## src/rtl/ascon_sequencer_if.sv

```systemverilog
//------------------------------------------------------------------------------
// Module : ascon_sequencer_if
// Brief  : Host handshake and datapath-control bundle of the ASCON-128 sequencer.
// Rev    : 1.0 - initial release
//------------------------------------------------------------------------------
`default_nettype none

interface ascon_sequencer_if;
    logic       start_i;
    logic       data_valid_i;
    logic       data_ready_o;
    logic [3:0] round_o;
    logic       en_reg_state_o;
    logic       init_sel_o;
    logic       en_xor_data_o;
    logic       en_xor_key_begin_o;
    logic       en_xor_key_end_o;
    logic       en_xor_lsb_o;
    logic       en_cipher_o;
    logic       en_tag_o;
    logic       end_o;

    modport master (
        output start_i, data_valid_i,
        input  data_ready_o, round_o, en_reg_state_o, init_sel_o, en_xor_data_o,
        input  en_xor_key_begin_o, en_xor_key_end_o, en_xor_lsb_o, en_cipher_o,
        input  en_tag_o, end_o
    );

    modport slave (
        input  start_i, data_valid_i,
        output data_ready_o, round_o, en_reg_state_o, init_sel_o, en_xor_data_o,
        output en_xor_key_begin_o, en_xor_key_end_o, en_xor_lsb_o, en_cipher_o,
        output en_tag_o, end_o
    );
endinterface

`default_nettype wire

```

## src/rtl/ascon_sequencer.sv

```systemverilog
//------------------------------------------------------------------------------
// Module : ascon_sequencer
// Brief  : Round/phase sequencer for the ASCON-128 encryption datapath.
//          Macro ASCON_AD_PHASE_EN enables the associated-data phase.
// Rev    : 1.0 - initial release
//------------------------------------------------------------------------------
`default_nettype none

module ascon_sequencer #(
    parameter int NB_AD_BLOCKS = 1,
    parameter int NB_PT_BLOCKS = 4
) (
    input  wire logic        clock_i,
    input  wire logic        reset_i,
    ascon_sequencer_if.slave bus
);

    typedef enum logic [2:0] {
        S_IDLE    = 3'd0,
        S_INIT    = 3'd1,
        S_WAIT_AD = 3'd2,
        S_AD      = 3'd3,
        S_WAIT_PT = 3'd4,
        S_PT      = 3'd5,
        S_FINAL   = 3'd6,
        S_DONE    = 3'd7
    } state_t;

    localparam logic [3:0] c_round_p12 = 4'd0;
    localparam logic [3:0] c_round_p6  = 4'd6;
    localparam logic [3:0] c_round_end = 4'd11;
    localparam logic [7:0] c_pt_last   = 8'(NB_PT_BLOCKS - 1);
`ifdef ASCON_AD_PHASE_EN
    localparam logic [7:0] c_ad_last   = 8'(NB_AD_BLOCKS);
`endif

    if (NB_AD_BLOCKS < 1 || NB_PT_BLOCKS < 1) begin : g_param_check
        $error("ascon_sequencer: block counts must be at least 1");
    end

    state_t     r_state, w_state_nxt;
    logic [3:0] r_round, w_round_nxt;
    logic [7:0] r_blk,   w_blk_nxt;

    logic r_ready, r_init_sel, r_en_reg, r_xor_data, r_key_begin;
    logic r_key_end, r_lsb, r_cipher, r_tag, r_end;
    logic w_ready, w_init_sel, w_en_reg, w_xor_data, w_key_begin;
    logic w_key_end, w_lsb, w_cipher, w_tag, w_end;
    logic w_r0, w_r6, w_r11;

    // Next state, round index and block count
    always_comb begin
        w_state_nxt = r_state;
        w_round_nxt = r_round;
        w_blk_nxt   = r_blk;
        case (r_state)
            S_IDLE: begin
                if (bus.start_i) begin
                    w_state_nxt = S_INIT;
                    w_round_nxt = c_round_p12;
                    w_blk_nxt   = 8'd0;
                end
            end
            S_INIT: begin
                if (r_round == c_round_end) begin
`ifdef ASCON_AD_PHASE_EN
                    w_state_nxt = S_WAIT_AD;
`else
                    w_state_nxt = S_WAIT_PT;
`endif
                    w_round_nxt = c_round_p6;
                end else begin
                    w_round_nxt = r_round + 4'd1;
                end
            end
`ifdef ASCON_AD_PHASE_EN
            S_WAIT_AD: begin
                if (bus.data_valid_i) begin
                    w_state_nxt = S_AD;
                    w_blk_nxt   = r_blk + 8'd1;
                end
            end
            S_AD: begin
                if (r_round == c_round_end) begin
                    w_round_nxt = c_round_p6;
                    if (r_blk == c_ad_last) begin
                        w_state_nxt = S_WAIT_PT;
                        w_blk_nxt   = 8'd0;
                    end else begin
                        w_state_nxt = S_WAIT_AD;
                    end
                end else begin
                    w_round_nxt = r_round + 4'd1;
                end
            end
`endif
            S_WAIT_PT: begin
                if (bus.data_valid_i) begin
                    w_blk_nxt = r_blk + 8'd1;
                    if (r_blk == c_pt_last) begin
                        w_state_nxt = S_FINAL;
                        w_round_nxt = c_round_p12;
                    end else begin
                        w_state_nxt = S_PT;
                    end
                end
            end
            S_PT: begin
                if (r_round == c_round_end) begin
                    w_state_nxt = S_WAIT_PT;
                    w_round_nxt = c_round_p6;
                end else begin
                    w_round_nxt = r_round + 4'd1;
                end
            end
            S_FINAL: begin
                if (r_round == c_round_end) begin
                    w_state_nxt = S_DONE;
                    w_round_nxt = c_round_p12;
                end else begin
                    w_round_nxt = r_round + 4'd1;
                end
            end
            default: begin
                w_state_nxt = S_IDLE;
                w_round_nxt = c_round_p12;
            end
        endcase
    end

    // Outputs are decoded from the next state so they are registered yet
    // aligned with the state/round they describe.
    always_comb begin
        w_r0        = (w_round_nxt == c_round_p12);
        w_r6        = (w_round_nxt == c_round_p6);
        w_r11       = (w_round_nxt == c_round_end);
        w_ready     = (w_state_nxt == S_WAIT_PT);
        w_en_reg    = (w_state_nxt == S_INIT) || (w_state_nxt == S_PT) ||
                      (w_state_nxt == S_FINAL);
        w_init_sel  = (w_state_nxt == S_INIT) && w_r0;
        w_cipher    = ((w_state_nxt == S_PT) && w_r6) || ((w_state_nxt == S_FINAL) && w_r0);
        w_xor_data  = w_cipher;
        w_key_begin = (w_state_nxt == S_FINAL) && w_r0;
        w_key_end   = ((w_state_nxt == S_INIT) || (w_state_nxt == S_FINAL)) && w_r11;
        w_tag       = (w_state_nxt == S_FINAL) && w_r11;
        w_end       = (w_state_nxt == S_DONE);
`ifdef ASCON_AD_PHASE_EN
        w_ready     = w_ready || (w_state_nxt == S_WAIT_AD);
        w_en_reg    = w_en_reg || (w_state_nxt == S_AD);
        w_xor_data  = w_xor_data || ((w_state_nxt == S_AD) && w_r6);
        w_lsb       = (w_state_nxt == S_AD) && w_r11 && (w_blk_nxt == c_ad_last);
`else
        // Without AD, domain separation is applied at the end of initialisation
        w_lsb       = (w_state_nxt == S_INIT) && w_r11;
`endif
    end

    always_ff @(posedge clock_i) begin
        if (reset_i) begin
            r_state     <= S_IDLE;
            r_round     <= 4'd0;
            r_blk       <= 8'd0;
            r_ready     <= 1'b0;
            r_init_sel  <= 1'b0;
            r_en_reg    <= 1'b0;
            r_xor_data  <= 1'b0;
            r_key_begin <= 1'b0;
            r_key_end   <= 1'b0;
            r_lsb       <= 1'b0;
            r_cipher    <= 1'b0;
            r_tag       <= 1'b0;
            r_end       <= 1'b0;
        end else begin
            r_state     <= w_state_nxt;
            r_round     <= w_round_nxt;
            r_blk       <= w_blk_nxt;
            r_ready     <= w_ready;
            r_init_sel  <= w_init_sel;
            r_en_reg    <= w_en_reg;
            r_xor_data  <= w_xor_data;
            r_key_begin <= w_key_begin;
            r_key_end   <= w_key_end;
            r_lsb       <= w_lsb;
            r_cipher    <= w_cipher;
            r_tag       <= w_tag;
            r_end       <= w_end;
        end
    end

    assign bus.data_ready_o       = r_ready;
    assign bus.round_o            = r_round;
    assign bus.en_reg_state_o     = r_en_reg;
    assign bus.init_sel_o         = r_init_sel;
    assign bus.en_xor_data_o      = r_xor_data;
    assign bus.en_xor_key_begin_o = r_key_begin;
    assign bus.en_xor_key_end_o   = r_key_end;
    assign bus.en_xor_lsb_o       = r_lsb;
    assign bus.en_cipher_o        = r_cipher;
    assign bus.en_tag_o           = r_tag;
    assign bus.end_o              = r_end;

endmodule

`default_nettype wire

```

## src/flat_wrapper.sv

```systemverilog
// flat-port wrapper written by rule: the top's interface ports become plain ports
module ascon_sequencer_flat 
#(
    parameter int NB_AD_BLOCKS = 1,
    parameter int NB_PT_BLOCKS = 4
)
  (clock_i, reset_i, bus_start_i, bus_data_valid_i, bus_data_ready_o, bus_round_o, bus_en_reg_state_o, bus_init_sel_o, bus_en_xor_data_o, bus_en_xor_key_begin_o, bus_en_xor_key_end_o, bus_en_xor_lsb_o, bus_en_cipher_o, bus_en_tag_o, bus_end_o);
  ascon_sequencer_if bus_i ();
  input  wire logic clock_i;
  input  wire logic reset_i;
  input wire logic [$bits(bus_i.start_i)-1:0] bus_start_i;
  input wire logic [$bits(bus_i.data_valid_i)-1:0] bus_data_valid_i;
  output wire logic [$bits(bus_i.data_ready_o)-1:0] bus_data_ready_o;
  output wire logic [$bits(bus_i.round_o)-1:0] bus_round_o;
  output wire logic [$bits(bus_i.en_reg_state_o)-1:0] bus_en_reg_state_o;
  output wire logic [$bits(bus_i.init_sel_o)-1:0] bus_init_sel_o;
  output wire logic [$bits(bus_i.en_xor_data_o)-1:0] bus_en_xor_data_o;
  output wire logic [$bits(bus_i.en_xor_key_begin_o)-1:0] bus_en_xor_key_begin_o;
  output wire logic [$bits(bus_i.en_xor_key_end_o)-1:0] bus_en_xor_key_end_o;
  output wire logic [$bits(bus_i.en_xor_lsb_o)-1:0] bus_en_xor_lsb_o;
  output wire logic [$bits(bus_i.en_cipher_o)-1:0] bus_en_cipher_o;
  output wire logic [$bits(bus_i.en_tag_o)-1:0] bus_en_tag_o;
  output wire logic [$bits(bus_i.end_o)-1:0] bus_end_o;
  assign bus_i.start_i = bus_start_i;
  assign bus_i.data_valid_i = bus_data_valid_i;
  assign bus_data_ready_o = bus_i.data_ready_o;
  assign bus_round_o = bus_i.round_o;
  assign bus_en_reg_state_o = bus_i.en_reg_state_o;
  assign bus_init_sel_o = bus_i.init_sel_o;
  assign bus_en_xor_data_o = bus_i.en_xor_data_o;
  assign bus_en_xor_key_begin_o = bus_i.en_xor_key_begin_o;
  assign bus_en_xor_key_end_o = bus_i.en_xor_key_end_o;
  assign bus_en_xor_lsb_o = bus_i.en_xor_lsb_o;
  assign bus_en_cipher_o = bus_i.en_cipher_o;
  assign bus_en_tag_o = bus_i.en_tag_o;
  assign bus_end_o = bus_i.end_o;
  ascon_sequencer #(.NB_AD_BLOCKS(NB_AD_BLOCKS), .NB_PT_BLOCKS(NB_PT_BLOCKS)) u_core (.clock_i(clock_i), .reset_i(reset_i), .bus(bus_i));
endmodule
```

## config.mk

```make
export PLATFORM = sky130hd
export DESIGN_NAME = ascon_sequencer_flat
export DESIGN_NICKNAME = d
export VERILOG_FILES = /design/src/rtl/ascon_sequencer_if.sv /design/src/rtl/ascon_sequencer.sv /design/src/flat_wrapper.sv
export SDC_FILE = /design/constraint.sdc
export NUM_CORES = 1
export LEC_CHECK = 0
export CORE_MARGIN = 2
export CORE_UTILIZATION = 55
export DETAILED_ROUTE_END_ITERATION = 10
export GPL_TIMING_DRIVEN = 0
export PLACE_DENSITY = 0.84
export SETUP_SLACK_MARGIN = 0.15
export SLEW_MARGIN = 20
export SYNTH_ARGS = -nofsm -noshare
export SYNTH_HDL_FRONTEND = slang
export SYNTH_SLANG_ARGS = --single-unit
export TNS_END_PERCENT = 100
```

## constraint.sdc

```tcl
create_clock -name clock_i -period 5.7 [get_ports clock_i]
set_clock_uncertainty 0.1 [all_clocks]
set_input_delay 1.14 -clock clock_i [delete_from_list [all_inputs] [get_ports clock_i]]
set_output_delay 1.14 -clock clock_i [all_outputs]
set_load 0.02 [all_outputs]
```

==> results.cfg, run 1 <==
[drt]
detail_route.iter0.violations = 24
route.antenna.remaining_nets = 0
vias_per_cell = 5.91
drt_drc_violations_left = 0
postRouteWirelength_um = 2720
vias = 1129
first_pass_iters = 4
detail_route.wl_per_cell_um = 14.2

[clock_tree]
cts_hold_buffers = 0
cts-resized-gates = 0
clkSinkCount = 24
numCtsBuffers = 3
max-clock-path-buffers = 2
ctsRootBufferMaster = sky130_fd_sc_hd__clkbuf_4
tritoncts_clock_tree = yes
worst_path_clk_slew_ns = 0.13
post-cts-setup-buffers = 0
clk_latency_ns = 0.31
cts_htree_levels = 1

[worst_setup_path]
endpoint_kind = flip-flop
crit_fanout = 4
crit_type = in2reg
cp.required_ns = 5.84
crit_path_start_kind = input port
cp.arrival_ns = 3.19

[placed_design]
detailed_place_hpwl_um = 2080
place.gp.congestion = 0.935
portBuffers = 17
dp_slack_ns = 2.31

[sta]
slew_headroom_pct = 67.6
fin_tns_setup_ns = 0
period_minus_slack_ns = 3.06
rsz0062_at_grt = no
crit_path_setup_slack_layout_ns = 2.64
finalSetupViolCount = 0
fin_crit_sh_pct = 53.6
finalHoldViolCount = 0
achievable-frequency_ghz = 0.327
timing_worst_slew_pin_value_ns = 0.479
maxSlewViolCount = 0

[synth]
synthesis.area_per_instance_um2 = 8.86
async_flop_share_pct = 0
synthesis.instances = 142
post_synth_most_frequent_cells = 24 x sky130_fd_sc_hd__dfxtp_1, 12 x sky130_fd_sc_hd__nor2_1, 9 x sky130_fd_sc_hd__a21oi_1, 8 x sky130_fd_sc_hd__nand2_1
yosysWarningCount = 0
synth.net_count = 148
post-synth-top-area-cell = sky130_fd_sc_hd__dfxtp_1
post-synth-top-count-cell = sky130_fd_sc_hd__dfxtp_1
synth_cell_types = 45
synth.cell_area_um2 = 1260
yosys_register_bits = 24
synth_edf_count = 0
synth_area_leaders = sky130_fd_sc_hd__dfxtp_1 38%, sky130_fd_sc_hd__a21oi_1 3.6%, sky130_fd_sc_hd__nor2_1 3.6%, sky130_fd_sc_hd__xor2_1 3.5%, sky130_fd_sc_hd__nand4_1 2.5%
yosys_most_used_dff = sky130_fd_sc_hd__dfxtp_1
synth_top_area_share_pct = 38.2
yosysSeqAreaShare_pct = 38.2

[floorplanning]
initial_util_pct = 57.5
floorplan.io_pins = 18
die_outline_area_um2 = 2690
die_height_um = 51.8
placement_rows = 17
floorplan.core_area_um2 = 2190
die_width_um = 51.8

[worst_hold_path]
type_of_the_most_critical_hold_path = reg2reg

[pwr]
fin_total_pwr_uw = 334
p_per_area_nw_per_um2 = 221
total_leakage_power_uw = 0.000575
max-vdd-ir-drop_mv = 0.230

[global_route]
grt.total_usage_pct = 22.6
largest_net_degree_at_the_start_of_global_routing = 15
antenna_found_initial = 0
grt_pass1_vias = 1072
grt_first_pass_wirelength_um = 4580
most_crowded_layer_gr = met2
grt_use_met3_pct = 4.02
grt-ovfl-total = 0
grt.met2_usage_pct = 38.8
groute.layer.met1.usage_pct = 28.3

[final_layout]
synthToLayoutAreaGrowth_pct = 20.5
drive_above_1_share_pct = 9.20
nNetsFinal = 170
final_antenna_diode_count = 0

[flow_run]
max_cap_violations = 0

[outcome]
run_status = finished, final reports clean
## kinds of logic (layout without fill, tap and decap cells)
kind of cell    Yosys count  in the layout  share of synthesized area (%)
compound gates           32             32                           19.8
xor+xnor                  8              8                           5.57
fa+ha+maj                 2              2                           1.99
buf+inv                  11             32                           3.78
flops                    24             24                           38.2
mux                       2              2                           1.59
simple gates             63             63                           29.1
## layout make-up
class / instances / area [um^2]
well taps: 28 / 35.0
multi-input cells: 107 / 731
inverters: 4 / 15.0
fillers: 176 / 674
flip-flops and latches: 24 / 480
plain buffers: 7 / 32.5
clock buffers: 3 / 22.5
clock inverters: 1 / 30.0
repair buffers: 17 / 170
## layer usage
layer  vias up  share of wire (%)  routed length (um)
met5         -                  0                   0
met4         0               0.63                  17
met3         2                3.2                  87
met2        22                 50                1370
met1       541                 46                1240
li1        564                  -                   -
## through the flow
step	util, %	instances	hold slack [ns]	instance area, um^2
global placement	66.8	187	0.364	1460
global route	69.2	191	0.444	1520
finish	69.2	191	0.403	1520
floorplan	-	142	0.349	1260
CTS	69.2	191	0.403	1520
detailed placement	66.8	187	0.385	1460
## layout by cell type, fill, tap and decap left out, drive strengths merged, types with 3 or more instances in the layout
cell type,instances
clkdlybuf4s50,17
nor3,4
nand4,5
a211oi,4
o21bai,3
inv,4
and3,3
nor4,3
clkbuf,7
a21oi,11
xnor2,3
dfxtp,24
or2,6
xor2,5
a21o,4
nor2,12
nand3,4
buf,3
nand2,8
nand2b,3
## report_power, final
part | internal [uW] | leakage [uW] | switching (uW)
clock network | 71.0 | 0.0000279 | 48.9
logic | 17.8 | 0.000352 | 23.8
registers | 171 | 0.000194 | 2.04
total | 260 | 0.000575 | 74.8
## state kept, by name (all words and copies together) (netlist names)
name	cells
u_core.bus.en_xor_key_begin_o	1
u_core.r_state	3
u_core.bus.init_sel_o	1
u_core.bus.en_xor_data_o	1
u_core.bus.end_o	1
u_core.bus.en_reg_state_o	1
u_core.bus.en_tag_o	1
u_core.bus.round_o	4
u_core.bus.data_ready_o	1
u_core.r_blk	8
u_core.bus.en_xor_lsb_o	1
u_core.bus.en_xor_key_end_o	1
## worst max-delay path, stage by stage
cell,delay (ns)
sky130_fd_sc_hd__clkdlybuf4s50_1,0.46
sky130_fd_sc_hd__or4b_1,0.48
sky130_fd_sc_hd__a21o_1,0.22
sky130_fd_sc_hd__o311a_4,0.15
sky130_fd_sc_hd__or4_4,0.52
sky130_fd_sc_hd__a211oi_2,0.22
## final timing paths
| check | from | to | slack [ns] | depth (start not counted) |
|---|---|---|---|---|
| worst max-delay path | bus_start_i | u_core.bus.en_xor_data_o | 2.64 | 6 |
| worst min-delay path | u_core.r_blk[1] | u_core.r_blk[1] | 0.40 | 2 |
| worst max register to register | u_core.bus.round_o[1] | u_core.bus.en_xor_data_o | 3.28 | 7 |
| worst min register to register | u_core.r_blk[1] | u_core.r_blk[1] | 0.40 | 2 |
(Power assumes the default switching activity.)
==> inputs of run 2 (changes only) <==
--- a/config.mk
+++ b/config.mk
@@ -6,10 +6,10 @@
 export NUM_CORES = 1
 export LEC_CHECK = 0
 export CORE_MARGIN = 2
-export CORE_UTILIZATION = 55
+export CORE_UTILIZATION = 53
 export DETAILED_ROUTE_END_ITERATION = 10
 export GPL_TIMING_DRIVEN = 0
-export PLACE_DENSITY = 0.84
+export PLACE_DENSITY = 0.82
 export SETUP_SLACK_MARGIN = 0.15
 export SLEW_MARGIN = 20
 export SYNTH_ARGS = -nofsm -noshare
==> constraint.sdc (replaced) <==
create_clock -name clock_i -period 2.9 [get_ports clock_i]
set_clock_uncertainty 0.1 [all_clocks]
set_input_delay 0.58 -clock clock_i [delete_from_list [all_inputs] [get_ports clock_i]]
set_output_delay 0.58 -clock clock_i [all_outputs]
set_load 0.02 [all_outputs]
==> run 2 against run 1 <==
  * Sequential cell count unchanged
  * Routed wire length is 4.1% higher
  * Design area stayed put
  * First-iteration DRC count is 21% lower
  * Total power rose by 99%
  * Critical path depth unchanged
  * Combinational power up 97%
  * Clock power grew 100%
  * Count of clock-buffer cells in the layout unchanged
  * Sequential power increased by 97%
  * Worst hold slack better by 0.014 ns
  * Via count rose by 2.1%
==> results.cfg, run 2 (synthesized netlist as in run 1, its figures left out) <==
[outcome]
run_status = finished, final reports clean

[clock_tree]
clkSinkCount = 24
cts_hold_buffers = 0
tritoncts_clock_tree = yes
max-clock-path-buffers = 2
ctsRootBufferMaster = sky130_fd_sc_hd__clkbuf_4
numCtsBuffers = 3
worst_path_clk_slew_ns = 0.13
post-cts-setup-buffers = 0
cts_htree_levels = 1
clk_latency_ns = 0.32
cts-resized-gates = 0

[sta]
fin_crit_sh_pct = 86.3
finalHoldViolCount = 0
achievable-frequency_ghz = 0.400
rsz0062_at_grt = no
fin_tns_setup_ns = 0
maxSlewViolCount = 0
timing_worst_slew_pin_value_ns = 0.454
finalSetupViolCount = 0
slew_headroom_pct = 69.3
period_minus_slack_ns = 2.50

[global_route]
grt.total_usage_pct = 24.1
grt-ovfl-total = 0
grt_pass1_vias = 1147
antenna_found_initial = 0
largest_net_degree_at_the_start_of_global_routing = 15
grt_first_pass_wirelength_um = 4910

[worst_setup_path]
cp.arrival_ns = 2.65
crit_type = in2reg
worstReg2RegEnd = u_core.bus.en_xor_data_o
reg2reg_slack_ns = 0.50
ff2ff_path_depth = 7
endpoint_kind = flip-flop
reg2reg_from = u_core.bus.round_o[1]
crit_path_start_kind = input port
cp.required_ns = 3.04
crit_fanout = 4

[placed_design]
portBuffers = 17
placed_area_um2 = 1460
detailed_place_hpwl_um = 2160
place.gp.congestion = 0.907

[drt]
detail_route.iter0.violations = 19
vias_per_cell = 6.04
vias = 1153
drt_drc_violations_left = 0
detail_route.wl_per_cell_um = 14.8
postRouteWirelength_um = 2830
route.antenna.remaining_nets = 0
first_pass_iters = 4

[floorplanning]
initial_util_pct = 56.4
floorplan.core_area_um2 = 2230
die_height_um = 52.7
floorplan.io_pins = 18
die_width_um = 52.7
die_outline_area_um2 = 2780
placement_rows = 17

[flow_run]
max_cap_violations = 0

[final_layout]
most-common-layout-cells = 24 x sky130_fd_sc_hd__dfxtp_1, 17 x sky130_fd_sc_hd__clkdlybuf4s50_1, 12 x sky130_fd_sc_hd__nor2_1, 9 x sky130_fd_sc_hd__a21oi_1, 8 x sky130_fd_sc_hd__nand2_1
final_antenna_diode_count = 0
layout.cells.most_common = sky130_fd_sc_hd__dfxtp_1
nNetsFinal = 170
design_area_um2 = 1520
largest_register = u_core.r_blk
synthToLayoutAreaGrowth_pct = 20.5
largest_register_ffs = 8
drive_above_1_share_pct = 9.20

[worst_hold_path]
type_of_the_most_critical_hold_path = reg2reg
min_path_cells = 2
hold_path_startpoint = u_core.r_blk[0]
hold_path_end = u_core.r_blk[0]

[pwr]
max-vdd-ir-drop_mv = 0.406
total_leakage_power_uw = 0.000575
p_per_area_nw_per_um2 = 438
## run 2: cell counts in the layout (fill, tap and decap cells not counted)
Identical to the previous run, type by type.
## run 2: routing by layer
layer	up-vias	GRT usage, %	share of wire, %	routed length (um)
li1	563	-	-	-
met1	556	28.1	43	1220
met2	27	41.5	52	1470
met3	7	6.57	4.0	112
met4	0	8.97	1.2	35
met5	-	0	0	0
## run 2: power by group
part / switching [uW] / total [uW] / internal (uW)
Combinational: 46.9 / 81.9 / 35.0
Clock: 102 / 242 / 140
Sequential: 3.85 / 340 / 336
## run 2: critical path, cell delays in order
cell	delay [ns]
sky130_fd_sc_hd__clkdlybuf4s50_1	0.46
sky130_fd_sc_hd__or4b_1	0.49
sky130_fd_sc_hd__a21o_1	0.23
sky130_fd_sc_hd__o311a_4	0.15
sky130_fd_sc_hd__or4_4	0.51
sky130_fd_sc_hd__a211oi_2	0.23
## run 2: final cells by class
class	count	area (um^2)
Inverter	4	15.0
Clock buffer	3	22.5
Sequential cell	24	480
Fill cell	186	717
Multi-Input combinational cell	107	731
Tap cell	28	35.0
Buffer	7	32.5
Timing Repair Buffer	17	170
Clock inverter	1	30.0
## run 2: metrics by stage
| stage | util (%) | std cells | setup slack (ns) | total power, uW | hold WS [ns] |
|---|---|---|---|---|---|
| 4_1_cts | 67.9 | 191 | 0.397 | 665 | 0.416 |
| 3_5_place_dp | 65.5 | 187 | 0.0676 | 428 | 0.395 |
| 6_report | 67.9 | 191 | 0.398 | 664 | 0.417 |
| 3_3_place_gp | 65.5 | 187 | 0.0738 | 425 | 0.362 |
| 5_1_grt | 67.9 | 191 | 0.301 | 693 | 0.439 |
| 2_1_floorplan | - | 142 | 0.632 | 401 | 0.349 |
## run 2: worst max-delay path by stage
| stage | startpoint | end | slack, ns |
|---|---|---|---|
| floorplan | bus_start_i | u_core.bus.en_xor_data_o | 0.63 |
| global placement | bus_start_i | u_core.bus.en_xor_data_o | 0.07 |
| detailed placement | bus_start_i | u_core.bus.en_xor_data_o | 0.07 |
| CTS | bus_start_i | u_core.bus.en_xor_data_o | 0.40 |
| global route | u_core.r_blk[0] | u_core.bus.en_tag_o | 0.30 |
| finish | bus_start_i | u_core.bus.en_xor_data_o | 0.40 |
